[src/rtl/datapath_if.sv]
// Signal bundle between the datapath and its controller/memories.
// Carries control word, memory ports, I/O, status flags and register debug taps.
interface datapath_if;
   logic [1:14] controlBits;
   logic [7:0]  romData;
   logic [7:0]  ramRdata;
   logic [7:0]  inPort;
   logic [7:0]  ir;
   logic        aIsZero;
   logic        flagCarry;
   logic [7:0]  romAddr;
   logic [7:0]  ramAddr;
   logic [7:0]  ramWdata;
   logic        ramWe;
   logic [7:0]  qOut;
   logic        busConflict;
   logic [7:0]  dbg_a;
   logic [7:0]  dbg_b;
   logic [7:0]  dbg_x;
   logic [7:0]  dbg_bus;

   modport master (
      output controlBits, romData, ramRdata, inPort,
      input  ir, aIsZero, flagCarry, romAddr, ramAddr, ramWdata, ramWe,
             qOut, busConflict, dbg_a, dbg_b, dbg_x, dbg_bus
   );

   modport slave (
      input  controlBits, romData, ramRdata, inPort,
      output ir, aIsZero, flagCarry, romAddr, ramAddr, ramWdata, ramWe,
             qOut, busConflict, dbg_a, dbg_b, dbg_x, dbg_bus
   );
endinterface

[src/rtl/datapath.sv]
// 8-bit accumulator datapath: shared priority bus, 9-bit add/sub ALU,
// registers IR/PC/A/B/X/Q and a carry flag. Registers load from the bus.
module datapath (
   input  logic     clk,
   input  logic     resetBar,
   datapath_if.slave dp
);
   logic load_ir_n, store_mem_n;
   logic trig_a_n, trig_b_n, trig_x_n, trig_q_n;
   logic rom_n, ram_n, a_n, x_n, e_n, s_n;
   logic do_sub, do_jump;

   assign {load_ir_n, store_mem_n, trig_a_n, trig_b_n, trig_x_n, trig_q_n,
           rom_n, ram_n, a_n, x_n, e_n, s_n, do_sub, do_jump} = dp.controlBits;

   logic [7:0] ir_q, ir_d;
   logic [7:0] pc_q, pc_d;
   logic [7:0] a_q, a_d;
   logic [7:0] b_q, b_d;
   logic [7:0] x_q, x_d;
   logic [7:0] q_q, q_d;
   logic       carry_q, carry_d;

   logic [7:0] bus;
   logic [7:0] b_op;
   logic [8:0] alu_sum;
   logic [5:0] src_low;

   // Subtraction is A + ~B + 1, so carry out set means no borrow.
   always_comb begin
      b_op    = do_sub ? ~b_q : b_q;
      alu_sum = {1'b0, a_q} + {1'b0, b_op} + {8'h00, do_sub};
   end

   always_comb begin
      bus = 8'h00;
      if (!rom_n)      bus = dp.romData;
      else if (!ram_n) bus = dp.ramRdata;
      else if (!a_n)   bus = a_q;
      else if (!x_n)   bus = x_q;
      else if (!e_n)   bus = alu_sum[7:0];
      else if (!s_n)   bus = dp.inPort;
   end

   // More than one bit set in src_low means a bus fight.
   assign src_low = ~{rom_n, ram_n, a_n, x_n, e_n, s_n};

   always_comb begin
      ir_d    = load_ir_n ? ir_q : bus;
      pc_d    = do_jump ? bus : pc_q + 8'd1;
      a_d     = trig_a_n ? a_q : bus;
      b_d     = trig_b_n ? b_q : bus;
      x_d     = trig_x_n ? x_q : bus;
      q_d     = trig_q_n ? q_q : bus;
      carry_d = (!trig_a_n && !e_n) ? alu_sum[8] : carry_q;
   end

   always_ff @(posedge clk or negedge resetBar) begin
      if (!resetBar) begin
         ir_q    <= 8'h00;
         pc_q    <= 8'h00;
         a_q     <= 8'h00;
         b_q     <= 8'h00;
         x_q     <= 8'h00;
         q_q     <= 8'h00;
         carry_q <= 1'b0;
      end else begin
         ir_q    <= ir_d;
         pc_q    <= pc_d;
         a_q     <= a_d;
         b_q     <= b_d;
         x_q     <= x_d;
         q_q     <= q_d;
         carry_q <= carry_d;
      end
   end

   assign dp.ir          = ir_q;
   assign dp.aIsZero     = (a_q == 8'h00);
   assign dp.flagCarry   = carry_q;
   assign dp.romAddr     = pc_q;
   assign dp.ramAddr     = x_q;
   assign dp.ramWdata    = bus;
   assign dp.ramWe       = ~store_mem_n;
   assign dp.qOut        = q_q;
   assign dp.busConflict = ((src_low & (src_low - 6'd1)) != 6'd0);
   assign dp.dbg_a       = a_q;
   assign dp.dbg_b       = b_q;
   assign dp.dbg_x       = x_q;
   assign dp.dbg_bus     = bus;
endmodule

[src/flat_wrapper.sv]
// flat-port wrapper written by rule: the top's interface ports become plain ports
module datapath_flat 
  (clk, resetBar, dp_controlBits, dp_romData, dp_ramRdata, dp_inPort, dp_ir, dp_aIsZero, dp_flagCarry, dp_romAddr, dp_ramAddr, dp_ramWdata, dp_ramWe, dp_qOut, dp_busConflict, dp_dbg_a, dp_dbg_b, dp_dbg_x, dp_dbg_bus);
  datapath_if dp_i ();
  input  logic clk;
  input  logic resetBar;
  input wire logic [$bits(dp_i.controlBits)-1:0] dp_controlBits;
  input wire logic [$bits(dp_i.romData)-1:0] dp_romData;
  input wire logic [$bits(dp_i.ramRdata)-1:0] dp_ramRdata;
  input wire logic [$bits(dp_i.inPort)-1:0] dp_inPort;
  output wire logic [$bits(dp_i.ir)-1:0] dp_ir;
  output wire logic [$bits(dp_i.aIsZero)-1:0] dp_aIsZero;
  output wire logic [$bits(dp_i.flagCarry)-1:0] dp_flagCarry;
  output wire logic [$bits(dp_i.romAddr)-1:0] dp_romAddr;
  output wire logic [$bits(dp_i.ramAddr)-1:0] dp_ramAddr;
  output wire logic [$bits(dp_i.ramWdata)-1:0] dp_ramWdata;
  output wire logic [$bits(dp_i.ramWe)-1:0] dp_ramWe;
  output wire logic [$bits(dp_i.qOut)-1:0] dp_qOut;
  output wire logic [$bits(dp_i.busConflict)-1:0] dp_busConflict;
  output wire logic [$bits(dp_i.dbg_a)-1:0] dp_dbg_a;
  output wire logic [$bits(dp_i.dbg_b)-1:0] dp_dbg_b;
  output wire logic [$bits(dp_i.dbg_x)-1:0] dp_dbg_x;
  output wire logic [$bits(dp_i.dbg_bus)-1:0] dp_dbg_bus;
  assign dp_i.controlBits = dp_controlBits;
  assign dp_i.romData = dp_romData;
  assign dp_i.ramRdata = dp_ramRdata;
  assign dp_i.inPort = dp_inPort;
  assign dp_ir = dp_i.ir;
  assign dp_aIsZero = dp_i.aIsZero;
  assign dp_flagCarry = dp_i.flagCarry;
  assign dp_romAddr = dp_i.romAddr;
  assign dp_ramAddr = dp_i.ramAddr;
  assign dp_ramWdata = dp_i.ramWdata;
  assign dp_ramWe = dp_i.ramWe;
  assign dp_qOut = dp_i.qOut;
  assign dp_busConflict = dp_i.busConflict;
  assign dp_dbg_a = dp_i.dbg_a;
  assign dp_dbg_b = dp_i.dbg_b;
  assign dp_dbg_x = dp_i.dbg_x;
  assign dp_dbg_bus = dp_i.dbg_bus;
  datapath u_core (.clk(clk), .resetBar(resetBar), .dp(dp_i));
endmodule
[config.mk]
export PLATFORM = sky130hd
export DESIGN_NAME = datapath_flat
export DESIGN_NICKNAME = d
export VERILOG_FILES = /design/src/rtl/datapath_if.sv /design/src/rtl/datapath.sv /design/src/flat_wrapper.sv
export SDC_FILE = /design/constraint.sdc
export NUM_CORES = 1
export LEC_CHECK = 0
export ABC_AREA = 1
export BUFFER_PORTS_ARGS = -buffer_cell sky130_fd_sc_hd__buf_2
export CORE_UTILIZATION = 50
export CTS_CLUSTER_DIAMETER = 40
export DETAILED_ROUTE_END_ITERATION = 10
export PLACE_DENSITY = 0.81
export SLEW_MARGIN = 20
export SYNTH_ARGS = -nofsm -noshare
export SYNTH_HDL_FRONTEND = slang
export SYNTH_SLANG_ARGS = --single-unit
[constraint.sdc]
create_clock -name clk -period 3.5 [get_ports clk]
set_input_delay 0.875 -clock clk [delete_from_list [all_inputs] [get_ports clk]]
set_output_delay 0.875 -clock clk [all_outputs]
set_load 0.01 [all_outputs]
==> metrics.md <==
| Metric | Value |
|---|---|
| Outcome | `complete, no violations` |
| Crit Path Category | `in -> out` |
| Final ANT Viol Nets | `0` |
| Post-place instance area | `3670 sq um` |
| # DRC | `0` |
| Hold Path End | `u_core.dp.qOut[4]` |
| Place WS | `-194 ps` |
| Crit Path Max Fanout | `8` |
| DR pass1 iterations | `7` |
| Syn Inst Count | `422` |
| Worst-margin pin slew | `648 ps` |
| First-pass GRT wire length | `14.4 mm` |
| Sink Count | `49` |
| Syn Area/Cell | `7.22 sq um` |
| Total GRT Usage | `30.0%` |
| I/O pin cnt | `116` |
| Post-route cell area | `3980 sq um` |
| Pin count of the biggest net entering global routing | `50` |
| FMAX | `0.288 GHz` |
| Final min period | `3470 ps` |
| Worst hold stages | `2` |
| Yosys reg bits | `49` |
| Initial antenna violation count | `0` |
| Reg2reg setup slack | `980 ps` |
| Power Total | `1.73 mW` |
| Final Setup Violations | `0` |
| Vias | `3299` |
| DRT iter0 DRCs | `242` |
| Buffers on Ports | `115` |
| Final clock skew | `6.94 ps` |
| Synth-to-layout area growth | `30.6%` |
| Final slew viol count | `0` |
| H-tree levels | `2` |
| Vias in the first global route | `2978` |
| Setup ws final | `25.9 ps` |
| Yosys cell types | `31` |
| Number of flops mapped to enable cells by yosys | `0` |
| CTS max path bufs | `2` |
| Critical path data required time | `2620 ps` |
| WL/cell | `15.0 microns` |
| Setup TNS | `0 ps` |
| Worst r2r dst | `u_core.dp.dbg_a[1]` |
| Routed wire length | `9.28 mm` |
| Worst vdd ir | `0.000282 V` |
| Chip height | `80.0 microns` |
| Syn nets | `473` |
| Unrepaired setup endpoints after global routing | `true` |
| Initial Util | `51.7%` |
| Period utilisation layout | `99.3%` |
| TritonCTS buffer count | `5` |
| Netlist Area Pre-Place | `3050 sq um` |
| Ys Warns | `0` |
| Proportion of layout cells with a drive suffix above 1 | `34.1%` |
| GRT overflow | `0` |
| Detailed placer's ending HPWL | `6.92 mm` |
| Type of origin of the critical path | `input pin` |
| Pwr dens | `436 nW/um^2` |
| Share of flip-flops with an asynchronous set or reset | `100%` |
| CTS tree | `yes` |
| R2R depth | `14` |
| MaxCap Viol Count | `0` |
| Worst rel slew slack | `56.8%` |
| Endpoints failing hold | `0` |
| CP endpoint kind | `output port` |
| Final net count | `592` |
| Worst skew pair latency | `310 ps` |
| Worst reg2reg path startpoint | `u_core.dp.dbg_b[0]` |
| Vias per cell | `5.35` |
| Die area | `6410 sq um` |
| Hold Slack | `476 ps` |
| Core Box Area | `5890 sq um` |
| Worst Hold Class | `reg -> reg` |
| Root buffer selected by CTS | `clkbuf_8` |
| Gpl congestion | `0.935` |
| ANT cells | `0` |
| Synth Flop Type | `dfrtp_1` |
| Rows | `28` |
| Pleak | `2.25 nW` |
| CP arrival | `2600 ps` |
| Reg clk slew, reported paths | `90 ps` |
| Worst hold start | `u_core.dp.qOut[4]` |
| Fill count | `537` |
| Die X | `80.0 microns` |
| Seq/Total Area, Yosys | `40.3%` |
-- logic make-up (layout without fill, tap and decap cells) --
family | count (synthesis) | count (layout) | share of synthesized area, %
xor+xnor | 11 | 11 | 3.16
buf+inv | 57 | 177 | 9.53
simple gates | 249 | 249 | 33.4
fa+ha+maj | 11 | 11 | 4.77
flops | 49 | 49 | 40.3
compound gates | 45 | 45 | 8.92
-- synth_stat cells, drive strengths merged, types with 2 or more instances --
cell	count	share of area, %
a21oi	18	3.0
a31oi	5	1.0
buf	20	5.0
clkbuf	5	0.62
clkinv	4	0.49
dfrtp	49	40
ha	10	4.1
inv	28	3.5
nand2	190	24
nand3	16	2.6
nor2	38	5.2
nor4	2	0.41
o21ai	19	4.0
xnor2	3	0.86
xor2	8	2.3
-- layout make-up --
class	count	area [sq um]	share of cell area, %
timing repair buffer	137	808	20.3
tap	75	93.8	2.36
sequential	49	1230	30.8
clock inverter	1	7.51	0.189
inverter	32	120	3.02
multi-input combinational	316	1640	41.3
clock buffer	7	76.3	1.92
-- registers in the layout (all words and copies together), names as in the netlist --
register / cells
u_core.dp.dbg_a: 8
u_core.dp.dbg_b: 8
u_core.dp.dbg_x: 8
u_core.dp.flagCarry: 1
u_core.dp.ir: 8
u_core.dp.qOut: 8
u_core.dp.romAddr: 8
-- how the worst max path moves through the flow --
stage | from | to | slack, ps
after global routing | dp_controlBits[1] | dp_dbg_bus[3] | -60
after CTS | dp_controlBits[1] | dp_ramWdata[6] | 20
final | dp_controlBits[1] | dp_ramWdata[3] | 30
after global placement | dp_controlBits[1] | dp_ramWdata[6] | -170
after detailed placement | dp_controlBits[1] | dp_ramWdata[6] | -190
after floorplan | dp_controlBits[1] | dp_ramWdata[6] | 80
-- metal layers --
layer	GRT usage, %	part of all wire (%)	wire length (microns)
met1	39.1	41	3810
met2	48.0	46	4260
met3	7.20	9.9	920
met4	12.0	3.1	286
met5	0	0	0
-- power breakdown --
part           internal [mW]  switching, mW
Combinational          0.290          0.394
Clock                  0.142          0.197
Sequential             0.637         0.0743
-- cells in the final DEF, fill, tap and decap left out, types with 2 or more instances in the layout --
master	n
nand2_1	170
buf_2	105
dfrtp_1	49
nor2_1	37
inv_1	24
buf_4	23
a21oi_1	17
nand2_2	16
nand3_1	11
o21ai_0	9
ha_1	9
buf_6	8
xor2_1	7
nand3_2	5
o21ai_1	5
a31oi_1	5
clkbuf_8	5
inv_2	4
nand2_4	4
o21ai_2	4
clkinv_1	4
xnor2_1	2
nor4_1	2
clkbuf_1	2
-- repair_timing --
| action | 4_1_cts | 5_1_grt |
|---|---|---|
| pin swaps | 3 | 16 |
| buffers inserted | 1 | 5 |
| resized for setup | 12 | 29 |
| setup endpoints to repair | 14 | 14 |
| hold buffers | 0 | 0 |
-- stage by stage --
stage          instances  utilization [%]
5_1_grt              617             67.6
3_3_place_gp         604             62.4
2_1_floorplan        422                -
6_report             617             67.6
3_5_place_dp         604             62.4
4_1_cts              613             65.0
-- critical path, stage by stage --
cell	delay, ps
buf_12	120
xor2_1	160
ha_1	370
a21oi_1	180
nand2_2	100
or2_1	220
nand2_2	80
nand3_2	70
nand2_2	100
nand2_2	50
nand2_2	70
nand2_4	70
buf_6	120
Power figures use the tool's default switching activity.
